File: src/rtl/register_fifo_pkg.sv
// Shared helpers for the register-based FIFO family: pointer and occupancy
// width functions plus the parameter legality rules the top enforces at
// elaboration.
package register_fifo_pkg;

  localparam int MIN_DEPTH     = 2;
  localparam int MIN_AF_THRESH = 1;

  // Pointer width for a ring of 'depth' entries (never narrower than 1 bit).
  function automatic int ptr_width(input int depth);
    return (depth > 1) ? $clog2(depth) : 1;
  endfunction

  // Occupancy counter width: must hold every value from 0 up to depth.
  function automatic int usedw_width(input int depth);
    return $clog2(depth + 1);
  endfunction

  // DEPTH must be at least two entries and the watermark must lie in 1..DEPTH.
  function automatic bit params_legal(input int depth, input int af_thresh);
    return (depth >= MIN_DEPTH) && (af_thresh >= MIN_AF_THRESH) && (af_thresh <= depth);
  endfunction

endpackage

File: src/rtl/register_fifo_ptr.sv
// Wrapping pointer register with increment enable. Wrap is an explicit
// compare against DEPTH-1, so any non-power-of-two depth works.
module register_fifo_ptr
  import register_fifo_pkg::*;
#(
  parameter int DEPTH = 4,
  parameter int PTR_W = ptr_width(DEPTH)
) (
  input  logic             clock,
  input  logic             reset_n,
  input  logic             inc,
  output logic [PTR_W-1:0] ptr
);

  localparam logic [PTR_W-1:0] LAST = PTR_W'(DEPTH - 1);

  // Advance by one on inc, wrapping from the last slot back to slot zero.
  always_ff @(posedge clock) begin
    if (!reset_n) begin
      ptr <= '0;
    end else if (inc) begin
      ptr <= (ptr == LAST) ? '0 : ptr + 1'b1;
    end
  end

endmodule

File: src/rtl/register_fifo_multi.sv
// Multi-entry register FIFO with show-ahead head on q. 'full' is relieved
// combinationally by a same-cycle read so a full FIFO keeps streaming at one
// word per cycle. empty, almost_full and usedw are registered from the next
// occupancy.
// Optional build macro: REGISTER_FIFO_MULTI_ERR_CHECK_EN enables the sticky
// overflow/underflow flags; without it both outputs are tied low.
module register_fifo_multi
  import register_fifo_pkg::*;
#(
  parameter int WIDTH     = 32,
  parameter int DEPTH     = 4,
  parameter int AF_THRESH = DEPTH - 1
) (
  input  logic                          clock,
  input  logic                          reset_n,
  input  logic                          wrreq,
  input  logic [WIDTH-1:0]              data,
  output logic                          full,
  output logic                          almost_full,
  input  logic                          rdreq,
  output logic                          empty,
  output logic [WIDTH-1:0]              q,
  output logic [usedw_width(DEPTH)-1:0] usedw,
  output logic                          overflow,
  output logic                          underflow
);

  localparam int PTR_W   = ptr_width(DEPTH);
  localparam int USEDW_W = usedw_width(DEPTH);
  localparam logic [USEDW_W-1:0] COUNT_FULL = USEDW_W'(DEPTH);
  localparam logic [USEDW_W-1:0] COUNT_AF   = USEDW_W'(AF_THRESH);

  // Reject illegal depth/watermark combinations before anything is built.
  if (!params_legal(DEPTH, AF_THRESH)) begin : g_illegal_params
    $error("register_fifo_multi: illegal DEPTH=%0d / AF_THRESH=%0d", DEPTH, AF_THRESH);
  end

  logic [WIDTH-1:0]   mem [DEPTH];
  logic [PTR_W-1:0]   rd_ptr;
  logic [PTR_W-1:0]   wr_ptr;
  logic [USEDW_W-1:0] count;
  logic [USEDW_W-1:0] next_count;
  logic               do_wr;
  logic               do_rd;

  // Full is held off by a same-cycle read; effective ops gate the raw requests.
  assign full  = (count == COUNT_FULL) & ~rdreq;
  assign do_wr = wrreq & ~full;
  assign do_rd = rdreq & ~empty;
  assign q     = mem[rd_ptr];
  assign usedw = count;

  register_fifo_ptr #(.DEPTH(DEPTH), .PTR_W(PTR_W)) u_wr_ptr (
    .clock   (clock),
    .reset_n (reset_n),
    .inc     (do_wr),
    .ptr     (wr_ptr)
  );

  register_fifo_ptr #(.DEPTH(DEPTH), .PTR_W(PTR_W)) u_rd_ptr (
    .clock   (clock),
    .reset_n (reset_n),
    .inc     (do_rd),
    .ptr     (rd_ptr)
  );

  // Storage is not reset; only accepted writes land in the array.
  always_ff @(posedge clock) begin
    if (do_wr) begin
      mem[wr_ptr] <= data;
    end
  end

  // Next occupancy: a simultaneous read and write leave the count unchanged.
  always_comb begin
    next_count = count;
    unique case ({do_wr, do_rd})
      2'b10:   next_count = count + 1'b1;
      2'b01:   next_count = count - 1'b1;
      default: next_count = count;
    endcase
  end

  // Occupancy and the flags derived from it are all registered from next_count.
  always_ff @(posedge clock) begin
    if (!reset_n) begin
      count       <= '0;
      empty       <= 1'b1;
      almost_full <= 1'b0;
    end else begin
      count       <= next_count;
      empty       <= (next_count == '0);
      almost_full <= (next_count >= COUNT_AF);
    end
  end

`ifdef REGISTER_FIFO_MULTI_ERR_CHECK_EN
  // Sticky error flags: set on a dropped write or a read of an empty FIFO.
  always_ff @(posedge clock) begin
    if (!reset_n) begin
      overflow  <= 1'b0;
      underflow <= 1'b0;
    end else begin
      if (wrreq && full) begin
        overflow <= 1'b1;
      end
      if (rdreq && empty) begin
        underflow <= 1'b1;
      end
    end
  end

`ifndef SYNTHESIS
  // Flag each error event loudly in simulation.
  always_ff @(posedge clock) begin
    if (reset_n && wrreq && full) begin
      $error("register_fifo_multi: write to full FIFO dropped");
    end
    if (reset_n && rdreq && empty) begin
      $error("register_fifo_multi: read from empty FIFO ignored");
    end
  end
`endif
`else
  assign overflow  = 1'b0;
  assign underflow = 1'b0;
`endif

endmodule

File: config.mk
export PLATFORM = sky130hd
export DESIGN_NAME = register_fifo_multi
export DESIGN_NICKNAME = d
export VERILOG_FILES = /design/src/rtl/register_fifo_pkg.sv /design/src/rtl/register_fifo_ptr.sv /design/src/rtl/register_fifo_multi.sv
export SDC_FILE = /design/constraint.sdc
export NUM_CORES = 1
export LEC_CHECK = 0
export CAP_MARGIN = 15
export CORE_ASPECT_RATIO = 1.4
export CORE_MARGIN = 2
export CORE_UTILIZATION = 40
export CTS_CLUSTER_SIZE = 14
export DETAILED_ROUTE_END_ITERATION = 10
export GPL_TIMING_DRIVEN = 0
export PLACE_DENSITY = 0.69
export SETUP_SLACK_MARGIN = 0.05
export SLEW_MARGIN = 20
export SYNTH_ARGS = -nofsm -noshare
export SYNTH_HDL_FRONTEND = slang
export SYNTH_SLANG_ARGS = --single-unit
File: constraint.sdc
create_clock -name clock -period 7.2 [get_ports clock]
set_input_delay 1.44 -clock clock [delete_from_list [all_inputs] [get_ports clock]]
set_output_delay 1.44 -clock clock [all_outputs]
set_load 0.05 [all_outputs]
* Word level (Yosys, flattened, before mapping) *
Memory sizes are Yosys's and may differ from the RTL's. A register that Yosys moved wholly into a read port is not among the register bits.
Index checks and enable logic that the tools add are counted.

word-level totals
  register bits = 9
  bits in writable memories = 128
  output and inout bits = 40
  logic and storage cells = 30
  memories = 1

memories
  name  words  bits a word  rd ports  clocked after Yosys merged registers in  write ports  line                       source
  mem   4      32           1         1                                        1            register_fifo_multi.sv:38  logic [WIDTH-1:0] mem [DEPTH];

cells by class
  $add $sub $neg = 4
  magnitude comparators = 1
  eq/ne operators = 5
  muxes and demuxes = 7
  bitwise logic cells = 6
  reductions and logical operators = 1

operators by type and width
  kind                 number
  $mux 2               4
  $eq 2x2->1 const B   3
  $pmux 3 s2           1
  $add 2x1->2 const B  2
  $add 3x1->3 const B  1
  $and 1x1->1          3
  $eq 3x3->1 const B   1
  $ge 3x2->1 const B   1
  $logic_not 3->1      1
  $not 1->1            3
  $sub 3x1->3 const B  1
  $eq 2x1->1 const B   1
  $mux 1               2

* Depth between registers and ports, before layout *
Gate-level depths: netlist (run 1).

  word-level depth = 7
  mapped depth = 9

* Cells and area by module *
A second synthesis (run 1) with hierarchy kept.

second synthesis, totals
  cells, all modules = 212
  area total of the unflattened synthesis = 5113.7 um^2

modules (own cells, without submodules)
  module               instances  cells each  area an instance (um^2)  seq. area each (um^2)
  register_fifo_multi  1          196         4923.5                   3943.8
  register_fifo_ptr    2          8           95.1                     40.0

* Least setup slack after synthesis (run 1) *
Ideal clock, no wire load.

  path kind = input -> output
  start = input rdreq
  end = output full
  arrival = 2141 ps
  required time = 5760 ps
  slack = 3619 ps
  stages on the path = 2
  path through = or4b_4 > clkinv_4

between the ends
  cells in the longest elaborated chain, start to end = 2

ends and longest elaborated chain
  item             line                       source
  start, declared  register_fifo_multi.sv:20  input logic rdreq,
  $not 1->1        register_fifo_multi.sv:47  assign full = (count == COUNT_FULL) & ~rdreq;
  $and 1x1->1      register_fifo_multi.sv:47
  end, declared    register_fifo_multi.sv:18  output logic full,

Every way passes these cells.

* Worst setup path after layout (run 1) *
Ends and elaborated chain as after synthesis.

==> results.cfg, run 1 <==
[run_status]
status = completed

[pwr]
p_seq_share_pct = 40.4
peakVddDrop_mv = 0.180
p_switching_w = 0.000658
clock_power_share_pct = 37.1
total_leakage_power_nw = 2.28
pwr-share-comb_pct = 22.4
switching_share_pct = 27.6
p_total_w = 0.00238
power.internal_w = 0.00172
p_per_area_nw_per_um2 = 349

[final_layout]
syn_to_final_growth_pct = 31.7
fillers = 1025
final_net_count = 366
area.sequential_um2 = 4060
num_antenna_cells = 0
multiInputGateArea_um2 = 1040
drive_gt1_share_pct = 23.9
post-route-cell-area_um2 = 6830

[routing]
wirelength_um = 8970
num_vias = 2483
wl_met2_um = 4740
wl_met1_um = 3650
avgViaCountPerCell = 5.09
antenna_left = 0
drtIter0Drc = 110
drt-wirelength-per-cell_um = 18.4
first_pass_iters = 4
wl_met3_um = 462
route.detailed.drc = 0
top_layer = met4

[min_path]
hp-class = register to register

[sta]
fin_tns_setup_ps = 0
min_period_ps = 4770
worst_pin_slew_ps = 725
finalWorstSetupSlack_ps = 2430
setup_viol_count_final = 0
drv_slew = 0
slew_headroom_pct = 51.7
min_period_over_period_pct = 66.2
max_freq_ghz = 0.210
grt_setup_unrepaired = false
final.setup_skew_ps = 6.84
hold_violations = 0

[die]
ioPinCount = 76
core-area_um2 = 12800
dieHeight_um = 139
rows = 49
die_area_um2 = 13900
die_width_um = 100
start_util_pct = 40.6

[placement]
postPlaceCellArea_um2 = 6220
place_ws_ps = 2430
port-buffer-count = 73
dp_hpwl_um = 5790
place_congestion = 0.701

[clocking]
htreeDepth = 4
clkSinkCount = 139
tritoncts = yes
numCtsBuffers = 17
cts.clk_slew.worst_paths_ps = 60
cts_resized = 0
max-clock-path-buffers = 2
cts_setup_buffers = 0
cts_root_buf = clkbuf_16
worstSkewPairLatency_ps = 400
cts_hold_buf = 0

[global_routing]
grt_pass1_wl_um = 14300
grt_antenna_before_repair = 0
grt_max_degree = 20
grt-ovfl-total = 0
gr-usage-all-layers_pct = 13.9
grt_pass1_vias = 2689

[setup_path]
crit_type = primary input to output port
startpoint_type = primary input
arrival_ps = 3330
end_kind = output port
cp.required_ps = 5760
crit_fanout = 6

[yosys]
synth_area_um2 = 5180
synth_top_family_by_area = multiplexers
synthMuxAreaShare_pct = 14.5
netlist_instances = 226
synth.distinct_cells = 30
synth_top_area_share_pct = 74.2
synthAdderAreaFrac_pct = 1.83
synth-compound-area-share_pct = 1.21
synth-seq-cells = 139
yosysSeqAreaShare_pct = 78.4
yosys_warnings = 0
synth-simple-area-share_pct = 1.93
synth_area_leaders = edfxtp_1 (74%), mux4_2 (14%), dfxtp_1 (4.2%)
synthXorXnorAreaFrac_pct = 0.338
syn_area_per_cell_um2 = 22.9
yosysTopAreaCell = edfxtp_1

[run]
cap_violations = 0
[worst max-delay path, stage by stage]
cell	delay [ps]
clkdlybuf4s50_1	410
or4b_4	600
clkinv_4	80
clkdlybuf4s50_1	800
[layer usage]
| layer | vias up | GRT usage, % |
|---|---|---|
| met5 | - | 0 |
| met3 | 11 | 4.99 |
| li1 | 1124 | - |
| met4 | 0 | 5.34 |
| met1 | 1291 | 17.0 |
| met2 | 57 | 22.4 |
[placed cells by master, fill, tap and decap left out, drive strengths merged, types with 2 or more instances in the layout]
cell type | synthesis | final
edfxtp | 128 | 128
clkdlybuf4s50 | 0 | 73
mux4 | 32 | 32
clkbuf | 1 | 18
buf | 9 | 13
dfxtp | 11 | 11
clkinv | 1 | 8
inv | 6 | 6
ha | 6 | 6
nor2 | 5 | 5
and3 | 4 | 4
bufinv | 0 | 4
mux2i | 3 | 3
clkinvlp | 0 | 3
o21ai | 2 | 2
a21oi | 2 | 2
xnor2 | 2 | 2
conb | 1 | 2
[worst paths after layout]
path                                startpoint                            to  slack (ps)  cells after the start
hold / removal    u_wr_ptr.ptr[1]$_SDFFE_PN0P_  u_wr_ptr.ptr[1]$_SDFFE_PN0P_         550                      2
setup reg to reg           usedw[2]$_SDFF_PN0_              empty$_SDFF_PN1_        4750                      9
setup / recovery                         rdreq                          full        2430                      4
hold reg to reg   u_wr_ptr.ptr[1]$_SDFFE_PN0P_  u_wr_ptr.ptr[1]$_SDFFE_PN0P_         550                      2
[flip-flops by register name, indices dropped and copies added (netlist names), named ones only]
name,count
u_rd_ptr.ptr,2
empty,1
u_wr_ptr.ptr,2
usedw,3
mem,128
almost_full,1
[final cells by class]
| class | instances | share of cell area (%) |
|---|---|---|
| Tap cell | 153 | 2.80 |
| Inverter | 7 | 0.458 |
| Buffer | 10 | 0.843 |
| Multi-Input combinational cell | 71 | 15.2 |
| Clock inverter | 14 | 2.62 |
| Clock buffer | 17 | 6.23 |
| Sequential cell | 139 | 59.5 |
| Timing Repair Buffer | 77 | 12.3 |
[cells in the mapped netlist]
| cell | count |
|---|---|
| a21oi_2 | 2 |
| conb_1 | 1 |
| nor3_1 | 1 |
| o21a_1 | 1 |
| or4_1 | 1 |
| edfxtp_1 | 128 |
| buf_4 | 5 |
| buf_1 | 3 |
| o211a_1 | 1 |
| o21ai_1 | 2 |
| clkbuf_1 | 1 |
| xnor2_1 | 2 |
| or4b_4 | 1 |
| fa_1 | 1 |
| and3_1 | 4 |
| nor4_1 | 1 |
| nor2_1 | 5 |
| clkinv_4 | 1 |
| ha_1 | 6 |
| or2_2 | 1 |
| nand3_1 | 1 |
| and2_1 | 1 |
| a211o_1 | 1 |
| dfxtp_1 | 11 |
| mux4_2 | 32 |
| inv_1 | 6 |
| buf_2 | 1 |
| mux2i_1 | 3 |
| nor2b_1 | 1 |
| o41ai_1 | 1 |
[power groups by stage]
stage / Combinational (W) / Sequential (W) / Clock, W
after floorplan: 0.000325 / 0.00101 / 0
after global placement: 0.000525 / 0.000978 / 0
after detailed placement: 0.000542 / 0.000980 / 0
after CTS: 0.000544 / 0.000963 / 0.000902
after global routing: 0.000565 / 0.000968 / 0.000933
final: 0.000534 / 0.000963 / 0.000884
[kinds of logic (layout without fill, tap and decap cells)]
logic type,after synthesis,count (layout)
buffers and inverters,17,125
DFF,139,139
other,1,2
muxes,35,35
adders and majority gates,7,7
xor gates and xnor gates,2,2
AOI/OAI and AO/OA,8,8
and+or+nand+nor,17,17
[stage by stage]
stage | util, % | hold WS [ps] | std cells
floorplan | - | 492 | 227
global placement | 47.9 | 521 | 453
detailed placement | 48.8 | 547 | 457
CTS | 53.5 | 555 | 488
global route | 53.5 | 574 | 488
finish | 53.5 | 551 | 488
Power figures use the tool's default switching activity.
==> run 2, diff against run 1 <==
Clock period 7.2 ns to 4.4 ns, I/O delays scaled along.
==> results of run 2 <==
The final DEF is identical to that of run 1. Status: completed.
Main changes from that run: setup slack after placement 2430 ps -> 752 ps; setup slack after layout 2430 ps -> 750 ps; register-to-register setup slack 4750 ps -> 1950 ps; total power 0.00238 W -> 0.00390 W; worst IR drop on VDD 0.180 mV -> 0.294 mV
